[src/rtl/axi_lite_slave_regfile.sv]
// AXI4-Lite slave register bank: byte-writable 32-bit control registers with
// independent AW/W acceptance, one outstanding write and one outstanding read.
module axi_lite_slave_regfile #(
    parameter int unsigned C_S_AXI_DATA_WIDTH = 32,
    parameter int unsigned C_S_AXI_ADDR_WIDTH = 6,
    parameter int unsigned C_NUM_REGS         = 16
) (
    input  logic                                      S_AXI_ACLK,
    input  logic                                      S_AXI_ARESETN,
    input  logic [C_S_AXI_ADDR_WIDTH-1:0]             S_AXI_AWADDR,
    input  logic [2:0]                                S_AXI_AWPROT,
    input  logic                                      S_AXI_AWVALID,
    output logic                                      S_AXI_AWREADY,
    input  logic [C_S_AXI_DATA_WIDTH-1:0]             S_AXI_WDATA,
    input  logic [C_S_AXI_DATA_WIDTH/8-1:0]           S_AXI_WSTRB,
    input  logic                                      S_AXI_WVALID,
    output logic                                      S_AXI_WREADY,
    output logic [1:0]                                S_AXI_BRESP,
    output logic                                      S_AXI_BVALID,
    input  logic                                      S_AXI_BREADY,
    input  logic [C_S_AXI_ADDR_WIDTH-1:0]             S_AXI_ARADDR,
    input  logic [2:0]                                S_AXI_ARPROT,
    input  logic                                      S_AXI_ARVALID,
    output logic                                      S_AXI_ARREADY,
    output logic [C_S_AXI_DATA_WIDTH-1:0]             S_AXI_RDATA,
    output logic [1:0]                                S_AXI_RRESP,
    output logic                                      S_AXI_RVALID,
    input  logic                                      S_AXI_RREADY,
    output logic [C_NUM_REGS*C_S_AXI_DATA_WIDTH-1:0]  o_regs,
    output logic                                      o_wr_pulse,
    output logic [C_S_AXI_ADDR_WIDTH-3:0]             o_wr_index
);

    localparam int unsigned DW = C_S_AXI_DATA_WIDTH;
    localparam int unsigned AW = C_S_AXI_ADDR_WIDTH;
    localparam int unsigned IW = AW - 2;
    localparam int unsigned SW = DW / 8;
    localparam logic [1:0] RESP_OKAY   = 2'b00;
    localparam logic [1:0] RESP_SLVERR = 2'b10;

    logic          rst_done;
    logic          aw_held;
    logic          w_held;
    logic          bvalid;
    logic          rvalid;
    logic [IW-1:0] aw_idx_q;
    logic [DW-1:0] wdata_q;
    logic [SW-1:0] wstrb_q;
    logic [1:0]    bresp;
    logic [1:0]    rresp;
    logic [DW-1:0] rdata;
    logic [DW-1:0] regs [C_NUM_REGS];

    logic          aw_hs, w_hs, ar_hs, b_hs, r_hs, commit;
    logic [IW-1:0] wr_idx, rd_idx;
    logic [DW-1:0] wr_data, rd_val;
    logic [SW-1:0] wr_strb;
    logic          wr_hit, rd_hit;

    // Protection bits and byte-offset address bits carry no meaning here.
    logic unused_bits;
    assign unused_bits = ^{S_AXI_AWPROT, S_AXI_ARPROT, S_AXI_AWADDR[1:0], S_AXI_ARADDR[1:0]};

    assign S_AXI_AWREADY = rst_done & ~aw_held & ~bvalid;
    assign S_AXI_WREADY  = rst_done & ~w_held & ~bvalid;
    assign S_AXI_ARREADY = rst_done & ~rvalid;
    assign S_AXI_BVALID  = bvalid;
    assign S_AXI_BRESP   = bresp;
    assign S_AXI_RVALID  = rvalid;
    assign S_AXI_RRESP   = rresp;
    assign S_AXI_RDATA   = rdata;

    assign aw_hs  = S_AXI_AWVALID & S_AXI_AWREADY;
    assign w_hs   = S_AXI_WVALID & S_AXI_WREADY;
    assign ar_hs  = S_AXI_ARVALID & S_AXI_ARREADY;
    assign b_hs   = bvalid & S_AXI_BREADY;
    assign r_hs   = rvalid & S_AXI_RREADY;
    assign commit = (aw_held | aw_hs) & (w_held | w_hs) & ~bvalid;

    // A held beat always takes precedence over the live bus for its channel.
    assign wr_idx  = aw_held ? aw_idx_q : S_AXI_AWADDR[AW-1:2];
    assign wr_data = w_held ? wdata_q : S_AXI_WDATA;
    assign wr_strb = w_held ? wstrb_q : S_AXI_WSTRB;
    assign rd_idx  = S_AXI_ARADDR[AW-1:2];

    always_comb begin
        wr_hit = 1'b0;
        rd_hit = 1'b0;
        rd_val = '0;
        for (int unsigned i = 0; i < C_NUM_REGS; i++) begin
            if (wr_idx == IW'(i)) wr_hit = 1'b1;
            if (rd_idx == IW'(i)) begin
                rd_hit = 1'b1;
                rd_val = regs[i];
            end
        end
    end

    always_comb begin
        o_regs = '0;
        for (int unsigned i = 0; i < C_NUM_REGS; i++) begin
            o_regs[DW*i +: DW] = regs[i];
        end
    end

    // Register storage with per-byte enables.
    always_ff @(posedge S_AXI_ACLK) begin
        if (!S_AXI_ARESETN) begin
            for (int unsigned i = 0; i < C_NUM_REGS; i++) regs[i] <= '0;
        end else if (commit) begin
            for (int unsigned i = 0; i < C_NUM_REGS; i++) begin
                if (wr_idx == IW'(i)) begin
                    for (int unsigned k = 0; k < SW; k++) begin
                        if (wr_strb[k]) regs[i][8*k +: 8] <= wr_data[8*k +: 8];
                    end
                end
            end
        end
    end

    // Write channel bookkeeping and response.
    always_ff @(posedge S_AXI_ACLK) begin
        if (!S_AXI_ARESETN) begin
            rst_done   <= 1'b0;
            aw_held    <= 1'b0;
            w_held     <= 1'b0;
            bvalid     <= 1'b0;
            bresp      <= RESP_OKAY;
            aw_idx_q   <= '0;
            wdata_q    <= '0;
            wstrb_q    <= '0;
            o_wr_pulse <= 1'b0;
            o_wr_index <= '0;
        end else begin
            rst_done   <= 1'b1;
            o_wr_pulse <= commit;
            if (commit) begin
                aw_held    <= 1'b0;
                w_held     <= 1'b0;
                bvalid     <= 1'b1;
                bresp      <= wr_hit ? RESP_OKAY : RESP_SLVERR;
                o_wr_index <= wr_idx;
            end else begin
                if (aw_hs) begin
                    aw_held  <= 1'b1;
                    aw_idx_q <= S_AXI_AWADDR[AW-1:2];
                end
                if (w_hs) begin
                    w_held  <= 1'b1;
                    wdata_q <= S_AXI_WDATA;
                    wstrb_q <= S_AXI_WSTRB;
                end
                if (b_hs) bvalid <= 1'b0;
            end
        end
    end

    // Read channel: data captured from pre-write register contents.
    always_ff @(posedge S_AXI_ACLK) begin
        if (!S_AXI_ARESETN) begin
            rvalid <= 1'b0;
            rdata  <= '0;
            rresp  <= RESP_OKAY;
        end else if (ar_hs) begin
            rvalid <= 1'b1;
            rdata  <= rd_hit ? rd_val : '0;
            rresp  <= rd_hit ? RESP_OKAY : RESP_SLVERR;
        end else if (r_hs) begin
            rvalid <= 1'b0;
        end
    end

endmodule

[config.mk]
export PLATFORM = sky130hd
export DESIGN_NAME = axi_lite_slave_regfile
export DESIGN_NICKNAME = d
export VERILOG_FILES = /design/src/rtl/axi_lite_slave_regfile.sv
export SDC_FILE = /design/constraint.sdc
export NUM_CORES = 1
export LEC_CHECK = 0
export ABC_AREA = 0
export BUFFER_PORTS_ARGS = -buffer_cell sky130_fd_sc_hd__buf_2
export CAP_MARGIN = 20
export CORE_MARGIN = 1
export CORE_UTILIZATION = 35
export DETAILED_ROUTE_END_ITERATION = 8
export SYNTH_ARGS = -nofsm -noshare
export SYNTH_HDL_FRONTEND = slang
export SYNTH_SLANG_ARGS = --single-unit
export TNS_END_PERCENT = 100
[constraint.sdc]
create_clock -name S_AXI_ACLK -period 5.8 [get_ports S_AXI_ACLK]
set_input_delay 0 -clock S_AXI_ACLK [delete_from_list [all_inputs] [get_ports S_AXI_ACLK]]
set_output_delay 0 -clock S_AXI_ACLK [all_outputs]
set_load 0.02 [all_outputs]
======== After elaboration in Yosys (flattened, before gate mapping) ========
Memory sizes are Yosys's and may differ from the RTL's.
Cells that the tools add are included.
W data, S select, Z words.
storage, ports and cells
  flip-flop bits (word level) ............. 86
  bits in latches ......................... 0
  bits in writable memories ............... 512
  memory bits (read-only) ................. 0
  output and inout bits ................... 558
  word-level logic and storage cells ...... 519
  memories ................................ 1
operators by class
  add/subtract/negate cells ............... 0
  multiply operators ...................... 0
  div/mod/pow operators ................... 0
  magnitude comparators ................... 0
  eq/ne operators ......................... 30
  shift-type cells ........................ 0
  multiplexer cells ....................... 384
  bitwise operators ....................... 84
  reductions and logical operators ........ 7
memories
  name  words  bits a word  rd ports  clocked after memory_dff  write ports  line  text
  regs  16     32           16        0                         16           52    logic [DW-1:0] regs [C_NUM_REGS];
operators with widths
  cell                  count
  $mux W32              18
  $mux W8               64
  $mux W1               298
  $or A1 B1 Y1          66
  $eq A4 B4 Y1 const B  16
  $eq A4 B3 Y1 const B  8
  $eq A4 B2 Y1 const B  4
  $and A1 B1 Y1         12
  $eq A4 B1 Y1 const B  2
  $logic_not A4 Y1      2
  $mux W4               2
  $not A1 Y1            6
  $mux W2               2
  $reduce_and A2 Y1     2
  $reduce_bool A2 Y1    2
  $reduce_or A2 Y1      1

======== Longest topological paths before layout ========
  word-level depth ........................ 19
  gate-level depth with buffers ........... 9
  gate-level depth less buffers ........... 5

======== Least setup slack after synthesis ========
No wires, ideal clock.
  kind .................................... reg-to-reg
  start ................................... register aw_held
  end ..................................... memory regs[1][72] in the netlist's numbering (enable)
  library setup time ...................... 0.384 ns
  arrival time ............................ 1.926 ns
  slack ................................... 3.490 ns
  cell stages (with the launch flop) ...... 8
  clock period less this slack ............ 2.310 ns
  path through ............................ dfxtp_1 clkbuf_2 buf_2 nand2b_1 o22ai_1 clkbuf_1 nand2_1 o21ai_0
RTL lines
  item                    line  text
  from (decl)             42    logic aw_held;
  from (signal assigned)  125   aw_held <= 1'b0;
  from (signal assigned)  138   aw_held <= 1'b0;
  from (signal assigned)  145   aw_held <= 1'b1;
  to (decl)               52

==> results.json <==
{
  "status": "complete, no violations",
  "ys_seq_elements": 596,
  "place_congestion": 0.9861,
  "slowest_delay_ps": 760,
  "async_flop_share_pct": 0,
  "numCtsBuffers": 70,
  "nets": 2907,
  "cts.sinks": 596,
  "finish.instance_area_sq_um": 33310,
  "tightest_slew_ps": 1139,
  "cap_viol_max_count": 0,
  "hold_violations": 0,
  "drtIter0Drc": 3550,
  "path_buf_inv": 0,
  "setup_viol": 0,
  "fin_worst_skew_ps": 29.76,
  "rsz0062_at_grt": "no",
  "design.die.area_sq_um": 75990,
  "hold_class": "input pin to register",
  "fin_crit_sh_pct": 61.26,
  "drive_gt1_share_pct": 30.76,
  "antenna_found_initial": 6,
  "final.min_clock_period_ps": 3553,
  "switching_share_pct": 27.63,
  "cp.required_ps": 6070,
  "powerDensity_nw_per_um2": 337.0,
  "first_global_vias": 21522,
  "path_cells": "a21oi_1, or3_1, nor2_2, nand3_1, nand2_1",
  "peakVddDrop_uv": 172.1,
  "slew_headroom_pct": 23.57,
  "dp_hpwl_microns": 93480,
  "drcViolationCount": 0,
  "finalSetupTns_ps": 0,
  "post_cts_buffers": 0,
  "synth_ff_type": "edfxtp_1",
  "cts_max_level": 3,
  "path_class": "register to register",
  "io_buffers": 606,
  "dpl_cell_area_sq_um": 30260,
  "synth_edf_count": 512,
  "slew_violations": 0,
  "critPathSlowestCell": "nor2_2",
  "syn2layout_area_growth_pct": 27.08,
  "initial_utilization_pct": 35.62,
  "overflow": 0,
  "cts_tree": "built",
  "avgRoutedWirePerCell_microns": 32.24,
  "synth_area_sq_um": 26210,
  "synth.avg_cell_area_sq_um": 11.83,
  "syn_inst": 2216,
  "yosysUniqueCellTypes": 65,
  "die_y_microns": 275.7,
  "seqPwrFrac_pct": 45.1,
  "core_area_sq_um": 73580,
  "critPathMaxFanout": 17,
  "cp.arrival_ps": 3820,
  "fillers": 6878,
  "internal_power_uw": 8123,
  "cts_root_buf": "clkbuf_16",
  "ant_nets": 0,
  "vias": 23140,
  "cp_top_family": "simple AND/OR/NAND/NOR gates",
  "p_clk_share_pct": 42.3,
  "viasPerCell": 5.989,
  "firstDrtPassIters": 5,
  "grt_pass1_wl_microns": 168200,
  "startpoint_type": "register",
  "die_w_microns": 275.7,
  "totalWireLength_microns": 124600,
  "r2r_slack_ps": 2250,
  "clk_pin_slew_ps": 70,
  "max_freq_ghz": 0.2814,
  "yosys_warnings": 0,
  "switching_power_uw": 3102,
  "grt_max_degree": 66,
  "clk_latency_ps": 620,
  "num_rows": 99,
  "total_leakage_power_uw": 0.01344,
  "grt_use_total_pct": 31.75,
  "endpoint_kind": "register",
  "pin_count": 619,
  "seq_area_frac_synth_pct": 65.07,
  "clockBufferDepth": 3,
  "p_comb_share_pct": 12.7
}
## cell usage after synthesis, types with 9 or more instances
library cell | number | share of area, %
nor3b_1 | 12 | 0.34
o21ai_0 | 114 | 2.2
a22o_1 | 10 | 0.33
nor2_1 | 415 | 5.9
a21o_1 | 13 | 0.37
nand2_1 | 216 | 3.1
o221ai_1 | 25 | 0.84
mux2i_1 | 74 | 2.8
inv_1 | 41 | 0.59
nand3_1 | 34 | 0.65
a22oi_1 | 23 | 0.66
nand2_2 | 12 | 0.29
o21a_1 | 10 | 0.29
a211oi_1 | 13 | 0.37
buf_1 | 18 | 0.26
o2111ai_1 | 11 | 0.37
nor3_1 | 9 | 0.17
buf_2 | 45 | 0.86
dfxtp_1 | 84 | 6.4
a221oi_1 | 21 | 0.70
clkbuf_1 | 101 | 1.4
o22ai_1 | 26 | 0.62
a2bb2oi_1 | 9 | 0.30
mux4_2 | 23 | 2.0
nor2b_1 | 22 | 0.53
edfxtp_1 | 512 | 59
a221o_1 | 17 | 0.65
a21oi_1 | 133 | 2.5
nand2b_1 | 19 | 0.45
mux2_2 | 51 | 2.2
## worst paths after layout
path                                 startpoint             end  cells past startpoint
worst min-delay path            S_AXI_ARADDR[5]  S_AXI_RDATA[0]                      4
worst min register to register      wdata_q[24]     wdata_q[24]                      2
worst max-delay path                    aw_held     regs[1][10]                      5
worst max register to register          aw_held     regs[1][10]                      5
## timing repair
item	4_1_cts	5_1_grt
hold endpoints to repair	49	0
gates resized for setup	0	0
hold buffers	56	0
## stage by stage
step	hold slack (ps)	setup slack, ps	util [%]	total power (uW)	instances
2_1_floorplan	27.72	3490	-	5826	2217
4_1_cts	100.5	2278	45.24	11220	3859
3_3_place_gp	253.4	2371	41.05	6481	3667
3_5_place_dp	260.6	2308	41.12	6501	3674
6_report	157.9	2247	45.27	11220	3864
5_1_grt	175.9	2080	45.26	11470	3862
## flip-flops by register name (all words and copies together) (netlist names), 4 cells and up
register and cells:
regs 512, o_wr_index 4, wstrb_q 4, S_AXI_RDATA 32, aw_idx_q 4, wdata_q 32
## layout make-up
| class | instances | area, sq um | share of cell area, % |
|---|---|---|---|
| sequential | 596 | 17060 | 51.21 |
| antenna | 2 | 5.005 | 0.01503 |
| timing repair buffer | 725 | 4081 | 12.25 |
| multi-input combinational | 1409 | 8334 | 25.02 |
| clock buffer | 85 | 1868 | 5.608 |
| tap | 959 | 1200 | 3.602 |
| inverter | 44 | 165.2 | 0.4958 |
| clock inverter | 44 | 596.8 | 1.792 |
## cell usage in the layout, fill, tap and decap left out, types with 11 or more instances in the layout
cell	instances
mux2i_1	74
dfxtp_1	83
a21o_1	13
inv_1	41
mux2_2	51
mux4_2	23
bufinv_16	12
dlygate4sd3_1	56
clkbuf_16	70
o21ai_0	109
a221oi_1	21
nand2_2	12
o22ai_1	25
buf_2	609
a22oi_1	23
nand2b_1	19
o2111ai_1	11
nand2_1	216
a211oi_1	13
a221o_1	17
o221ai_1	25
clkinv_2	11
nor2b_1	18
nor3b_1	11
nand3_1	34
nor2_1	413
a21oi_1	133
edfxtp_1	512
buf_4	56
## routing by layer
metal	vias up	global-route usage [%]	wire, microns
li1	9435	-	-
met1	11589	42.56	47970
met2	1821	48.63	56110
met3	291	9.256	15640
met4	4	11.66	4846
met5	-	0	31
## logic make-up (layout without fill, tap and decap cells)
logic type | after synthesis | in the layout | share of synthesized area [%]
AND/OR/NAND/NOR | 771 | 771 | 12.31
flip-flops | 596 | 596 | 65.07
other | 1 | 4 | 0.01431
AO/OA/AOI/OAI | 487 | 487 | 12.28
multiplexers | 148 | 148 | 6.993
buffers and inverters | 212 | 898 | 3.298
XOR/XNOR | 1 | 1 | 0.03342
## worst register-to-register path: stages, from the launching register on
cell	delay, ps
dfxtp_1	700
a21oi_1	170
or3_1	510
nor2_2	760
nand3_1	560
nand2_1	490
## power by group through the flow
stage          Sequential [uW]  Clock, uW  Combinational (uW)
2_1_floorplan             5300          0                 526
3_3_place_gp              5130          0                1350
3_5_place_dp              5140          0                1360
4_1_cts                   5050       4770                1400
5_1_grt                   5070       4930                1480
6_report                  5060       4740                1420
Note: power is estimated with default switching activity, not from simulation.
